<file path="src/rtl/rv_fetch_pkg.sv">
// Shared types and constants for the instruction-fetch stage.
package rv_fetch_pkg;

  localparam int unsigned FETCH_AW    = 16;
  localparam int unsigned FETCH_DW    = 32;
  localparam int unsigned INSTR_BYTES = 4;

  localparam logic [FETCH_AW-1:0] RESET_PC_DEFAULT = '0;

  // One prefetch-queue slot: the fetched word tagged with its byte address.
  typedef struct packed {
    logic [FETCH_AW-1:0] pc;
    logic [FETCH_DW-1:0] instr;
  } fetch_entry_t;

endpackage

</file>
<file path="src/rtl/fetch_fifo.sv">
// Small synchronous FIFO of fetch entries; storage is read by pointer so the
// head is always a registered value.
module fetch_fifo
  import rv_fetch_pkg::*;
#(
  parameter int unsigned DEPTH = 2,
  localparam int unsigned CW   = $clog2(DEPTH + 1)
) (
  input  logic            clk,
  input  logic            rst_n,
  input  logic            push_i,
  input  logic            pop_i,
  input  logic            clear_i,
  input  fetch_entry_t    entry_i,
  output logic            full_o,
  output logic            empty_o,
  output logic [CW-1:0]   count_o,
  output fetch_entry_t    head_o
);

  localparam int unsigned PW = $clog2(DEPTH);

  logic [PW-1:0] wr_ptr_q, wr_ptr_d;
  logic [PW-1:0] rd_ptr_q, rd_ptr_d;
  logic [CW-1:0] count_q, count_d;
  fetch_entry_t  mem_q [DEPTH];

  logic do_push;
  logic do_pop;

  // A push into a full queue is only legal when the head leaves the same cycle.
  assign do_pop  = pop_i && (count_q != '0);
  assign do_push = push_i && ((count_q != CW'(DEPTH)) || do_pop);

  // Pointer and occupancy next-state; clear wins over push/pop.
  always_comb begin
    wr_ptr_d = wr_ptr_q;
    rd_ptr_d = rd_ptr_q;
    count_d  = count_q;
    if (clear_i) begin
      wr_ptr_d = '0;
      rd_ptr_d = '0;
      count_d  = '0;
    end else begin
      if (do_push) wr_ptr_d = wr_ptr_q + PW'(1);
      if (do_pop)  rd_ptr_d = rd_ptr_q + PW'(1);
      if (do_push && !do_pop)      count_d = count_q + CW'(1);
      else if (do_pop && !do_push) count_d = count_q - CW'(1);
    end
  end

  // Pointer and occupancy registers.
  always_ff @(posedge clk or negedge rst_n) begin
    if (!rst_n) begin
      wr_ptr_q <= '0;
      rd_ptr_q <= '0;
      count_q  <= '0;
    end else begin
      wr_ptr_q <= wr_ptr_d;
      rd_ptr_q <= rd_ptr_d;
      count_q  <= count_d;
    end
  end

  // Entry storage; cleared on reset so head outputs start at zero.
  always_ff @(posedge clk or negedge rst_n) begin
    if (!rst_n) begin
      for (int unsigned i = 0; i < DEPTH; i++) mem_q[i] <= '0;
    end else if (do_push && !clear_i) begin
      mem_q[wr_ptr_q] <= entry_i;
    end
  end

  assign head_o  = mem_q[rd_ptr_q];
  assign count_o = count_q;
  assign full_o  = (count_q == CW'(DEPTH));
  assign empty_o = (count_q == '0);

endmodule

</file>
<file path="src/rtl/fetch_unit.sv">
// Instruction-fetch stage: owns the PC, captures instr_mem words into a
// prefetch queue and hands {pc, instr} to decode with a valid/ready handshake.
module fetch_unit
  import rv_fetch_pkg::*;
#(
  parameter int unsigned              ADDRESS_WIDTH = FETCH_AW,
  parameter int unsigned              DATA_WIDTH    = FETCH_DW,
  parameter int unsigned              DEPTH         = 2,
  parameter logic [ADDRESS_WIDTH-1:0] RESET_PC      = RESET_PC_DEFAULT
) (
  input  logic                     clk,
  input  logic                     rst_n,
  output logic [ADDRESS_WIDTH-1:0] pc_o,
  input  logic [DATA_WIDTH-1:0]    instr_i,
  input  logic                     redirect_i,
  input  logic [ADDRESS_WIDTH-1:0] redirect_pc_i,
  output logic                     if_valid_o,
  input  logic                     id_ready_i,
  output logic [DATA_WIDTH-1:0]    if_instr_o,
  output logic [ADDRESS_WIDTH-1:0] if_pc_o,
  output logic [ADDRESS_WIDTH-1:0] if_pc_plus4_o,
  output logic                     misaligned_o
);

  localparam int unsigned CW = $clog2(DEPTH + 1);

  logic [ADDRESS_WIDTH-1:0] pc_q, pc_d;
  logic                     misaligned_q, misaligned_d;

  fetch_entry_t  wr_entry;
  fetch_entry_t  head;
  logic          fifo_full;
  logic          fifo_empty;
  logic [CW-1:0] fifo_count;
  logic          pop;
  logic          fetch_fire;

  // Handshake: the head is never offered while a redirect is being taken.
  assign if_valid_o = (fifo_count != '0) && !redirect_i;
  assign pop        = if_valid_o && id_ready_i;
  assign fetch_fire = !redirect_i && (!fifo_full || pop);

  assign wr_entry.pc    = FETCH_AW'(pc_q);
  assign wr_entry.instr = FETCH_DW'(instr_i);

  fetch_fifo #(
    .DEPTH (DEPTH)
  ) u_fifo (
    .clk     (clk),
    .rst_n   (rst_n),
    .push_i  (fetch_fire),
    .pop_i   (pop),
    .clear_i (redirect_i),
    .entry_i (wr_entry),
    .full_o  (fifo_full),
    .empty_o (fifo_empty),
    .count_o (fifo_count),
    .head_o  (head)
  );

  // PC and misalign-flag next-state; redirect overrides sequential fetch.
  always_comb begin
    pc_d         = pc_q;
    misaligned_d = 1'b0;
    if (redirect_i) begin
      pc_d         = {redirect_pc_i[ADDRESS_WIDTH-1:2], 2'b00};
      misaligned_d = |redirect_pc_i[1:0];
    end else if (fetch_fire) begin
      pc_d = pc_q + ADDRESS_WIDTH'(INSTR_BYTES);
    end
  end

  // PC and misalign-flag registers.
  always_ff @(posedge clk or negedge rst_n) begin
    if (!rst_n) begin
      pc_q         <= RESET_PC;
      misaligned_q <= 1'b0;
    end else begin
      pc_q         <= pc_d;
      misaligned_q <= misaligned_d;
    end
  end

  assign pc_o         = pc_q;
  assign misaligned_o = misaligned_q;
  assign if_instr_o   = DATA_WIDTH'(head.instr);
  assign if_pc_o      = ADDRESS_WIDTH'(head.pc);
  // Link address reads as zero while nothing is queued (covers the reset value).
  assign if_pc_plus4_o = fifo_empty ? '0 : if_pc_o + ADDRESS_WIDTH'(INSTR_BYTES);

endmodule

</file>
<file path="config.mk">
export PLATFORM = sky130hd
export DESIGN_NAME = fetch_unit
export DESIGN_NICKNAME = d
export VERILOG_FILES = /design/src/rtl/rv_fetch_pkg.sv /design/src/rtl/fetch_fifo.sv /design/src/rtl/fetch_unit.sv
export SDC_FILE = /design/constraint.sdc
export NUM_CORES = 1
export LEC_CHECK = 0
export BUFFER_PORTS_ARGS = -buffer_cell sky130_fd_sc_hd__buf_4
export CELL_PAD_IN_SITES_DETAIL_PLACEMENT = 2
export CELL_PAD_IN_SITES_GLOBAL_PLACEMENT = 2
export CORE_MARGIN = 3
export CORE_UTILIZATION = 39
export DETAILED_ROUTE_END_ITERATION = 7
export PLACE_DENSITY = 0.84
export SKIP_LAST_GASP = 1
export SYNTH_ARGS = -nofsm -noshare
export SYNTH_HDL_FRONTEND = slang
export SYNTH_SLANG_ARGS = --single-unit
</file>
<file path="constraint.sdc">
create_clock -name clk -period 3.4 [get_ports clk]
set_input_delay 0.17 -clock clk [delete_from_list [all_inputs] [get_ports clk]]
set_output_delay 0.17 -clock clk [all_outputs]
set_load 0.01 [all_outputs]
</file>
==> summary.txt <==
Synthesis
  – Combinational family with the most area after synthesis: multiplexers
  – Register area share after synthesis: 49.79%
  – Post-synthesis simple-gate area fraction: 8.365%
  – Synth area leader: dfrtp_1
  – Synthesized instance count: 424
  – Post-synth EDFFs: 0
  – Most frequent cell after synthesis: dfrtp_1
  – Cell area after synthesis: 0.005579 sq mm
  – YS warnings: 0
  – Compound-Gate Fraction of Synth Area: 4.620%
  – Top-area cell type share of the netlist area: 49.79%
  – Synthesized flop and latch total: 111
  – Synth Area per Inst: 13.16 sq um
  – Post-synthesis mux area share: 30.68%
  – Top FF cell, synth: dfrtp_1
  – Cell variety after synth: 50
  – Ys async rst share: 100.0%
  – Synth Area in XOR/XNOR: 2.355%
  – Adder-cell share of the synthesized area: 0.4485%
  – Main area contributors after synthesis: dfrtp_1, mux2_2, mux2_4, xnor2_1, nand2_1
  – Synth top cells by count: dfrtp_1, mux2_2, mux2_4

Global route
  – Vias in the first global route: 4482
  – Global Route Usage Sum: 20.09%
  – Total grt overflow: 0
  – Largest net degree at the start of global routing: 61
  – Initial antenna violation count: 0
  – First-pass GRT wire length: 25190 um

Clock network
  – Post-CTS Resized: 0
  – CTS sink count: 111
  – H-tree lvl count: 3
  – CTS tree: built
  – Root Driver: clkbuf_16
  – Reg clk slew, reported paths: 0.07 ns
  – Clk_lat worst skew: 0.35 ns
  – Bufs on Longest Clock Path: 2
  – TritonCTS buffer count: 9

Detailed routing
  – Via density: 5.318
  – DRT Wirelength: 15520 um
  – Routed wire per std cell: 21.26 um
  – Via count: 3882
  – DRT iter0 DRCs: 144
  – Antenna Nets Post-Route: 0
  – DRT Pass-1 Iters: 4
  – Residual DRC count: 0

Placement
  – Dpl ws: 0.8801 ns
  – Post-placement cell area: 0.006648 sq mm
  – GPL Wtd Cong: 0.8089
  – Port bufs: 127
  – Detailed placement HPWL: 11100 um

Worst setup path
  – Startpoint Class: flop
  – Worst path arrival time: 2.71 ns
  – Setup CP Type: flop to output pin
  – Crit-path max FO: 24
  – CP endpoint kind: output pin
  – WP data required: 3.23 ns

Timing
  – Setup_tns: 0 ns
  – RSZ-0062 raised after global routing: false
  – Worst relative slew slack: 27.70%
  – Post-route setup slack: 0.5214 ns
  – Slew Limit Fails: 0
  – Fin crit period: 2.879 ns
  – Period utilization: 84.66%
  – Setup violators final: 0
  – Worst Max-Slew Pin Slew: 1.080 ns
  – Final Hold Fails: 0
  – Max Freq: 0.3474 GHz
  – Layout Skew: 0.006997 ns

Floorplanning
  – Initial Util: 40.04%
  – Die H: 125.6 um
  – Die Wd: 125.6 um
  – Core ar.: 0.01393 sq mm
  – Die area: 0.01578 sq mm
  – # IOs: 134
  – Num rows: 43

Hold path
  – Min-Delay Path Class: input pin to flop

Run
  – # Max-Cap Violations: 0

Finish
  – # diodes: 0
  – Layout area overhead: 24.87%
  – NumNets Final: 599
  – Finished Cell Area: 0.006967 sq mm
  – Layout cells sized above 1: 52.91%

Power and ir drop
  – Lkg Pwr: 3.123 nW
  – PwrDens: 629.8 mW/mm^2
  – Final Power: 4.387 mW
  – Worst IR Drop VDD: 266.5 uV

Outcome
  – Status: finished clean
-- stage by stage --
stage | util [%] | std cells | hold slack (ns)
6_report | 50.00 | 730 | 0.02597
2_1_floorplan | - | 429 | -0.1256
5_1_grt | 50.00 | 730 | 0.03371
4_1_cts | 50.00 | 730 | 0.01899
3_3_place_gp | 47.71 | 713 | 0.2825
3_5_place_dp | 47.71 | 713 | 0.3084
-- cell usage in the layout, fill, tap and decap left out, types with 2 or more instances in the layout --
cell | synthesis | routed
nor3_1 | 7 | 7
mux2i_1 | 3 | 3
nand3b_1 | 3 | 3
a2111oi_0 | 2 | 2
conb_1 | 1 | 6
and2_1 | 2 | 2
or2_2 | 2 | 2
ha_1 | 2 | 2
nand2_1 | 20 | 20
nor2b_1 | 2 | 2
dfrtp_1 | 111 | 110
o21ai_0 | 13 | 13
xor2_1 | 3 | 3
nand4_1 | 2 | 2
clkbuf_8 | 0 | 2
a22oi_1 | 4 | 4
inv_1 | 4 | 4
clkbuf_16 | 0 | 9
xnor2_1 | 12 | 12
nand3_1 | 10 | 10
or3_1 | 4 | 4
a31oi_1 | 6 | 6
nor3b_1 | 2 | 2
mux2_2 | 96 | 96
a21oi_1 | 5 | 5
mux2_4 | 40 | 40
and4_1 | 3 | 3
nor2_1 | 16 | 16
buf_4 | 6 | 131
a211oi_1 | 2 | 2
-- worst paths after layout --
| kind | depth (start not counted) | from | endpoint | slack, ns |
|---|---|---|---|---|
| worst max-delay path | 6 | u_fifo.rd_ptr_q | if_pc_plus4_o[12] | 0.52 |
| worst min-delay path | 3 | redirect_pc_i[7] | pc_o[7] | 0.03 |
| worst max register to register | 3 | u_fifo.count_o[1] | u_fifo.mem_q[35] | 1.11 |
| worst min register to register | 1 | u_fifo.mem_q[13] | u_fifo.mem_q[13] | 0.51 |
| max in group asynchronous | 3 | rst_n | u_fifo.rd_ptr_q | 2.16 |
| min in group asynchronous | 2 | rst_n | u_fifo.mem_q[1] | 0.44 |
-- worst max-delay path, cell delays in order, from the launching register on --
cell	delay, ns
dfrtp_2	0.71
buf_4	0.36
nand3_1	0.15
a22oi_1	0.49
a41oi_1	0.19
a311oi_1	0.28
buf_4	0.17
-- routing by layer --
| layer | GRT usage [%] | up-vias | wire (um) |
|---|---|---|---|
| met5 | 0 | - | 0 |
| met4 | 7.015 | 0 | 336 |
| met3 | 3.674 | 23 | 658 |
| met2 | 34.02 | 95 | 7943 |
| met1 | 25.88 | 2012 | 6582 |
| li1 | - | 1752 | - |
-- power by group --
group	internal (mW)	leakage (nW)	switching, mW
Sequential	1.61	1.31	0.247
Clock	0.615	0.153	0.484
Combinational	0.815	1.66	0.613
Total	3.04	3.12	1.34
-- area by class of cell --
class	instances	area [sq um]
repair buffers	133	1013
fillers	1345	6968
clock inverters	4	52.55
inverters	5	18.77
flip-flops and latches	111	2779
multi-input cells	285	2621
clock buffers	12	256.5
well taps	180	225.2
-- kinds of logic after synthesis --
group                      after synthesis
AOI/OAI and AO/OA                       40
xor gates and xnor gates                15
adders and majority gates                2
buffers and inverters                   33
DFF                                    111
muxes                                  139
other                                    1
and+or+nand+nor                         83
-- sequential cells by signal (all words and copies together), names as in the netlist --
| signal | count |
|---|---|
| u_fifo.mem_q | 92 |
| pc_o | 14 |
| u_fifo.count_o | 2 |
| misaligned_o | 1 |
| u_fifo.rd_ptr_q | 1 |
| u_fifo.wr_ptr_q | 1 |
-- timing repair --
| action | 4_1_cts | 5_1_grt |
|---|---|---|
| hold endpoints to repair | 59 | 0 |
| setup buffers | 0 | 0 |
| hold buffers | 1 | 0 |
Power figures use the tool's default switching activity.
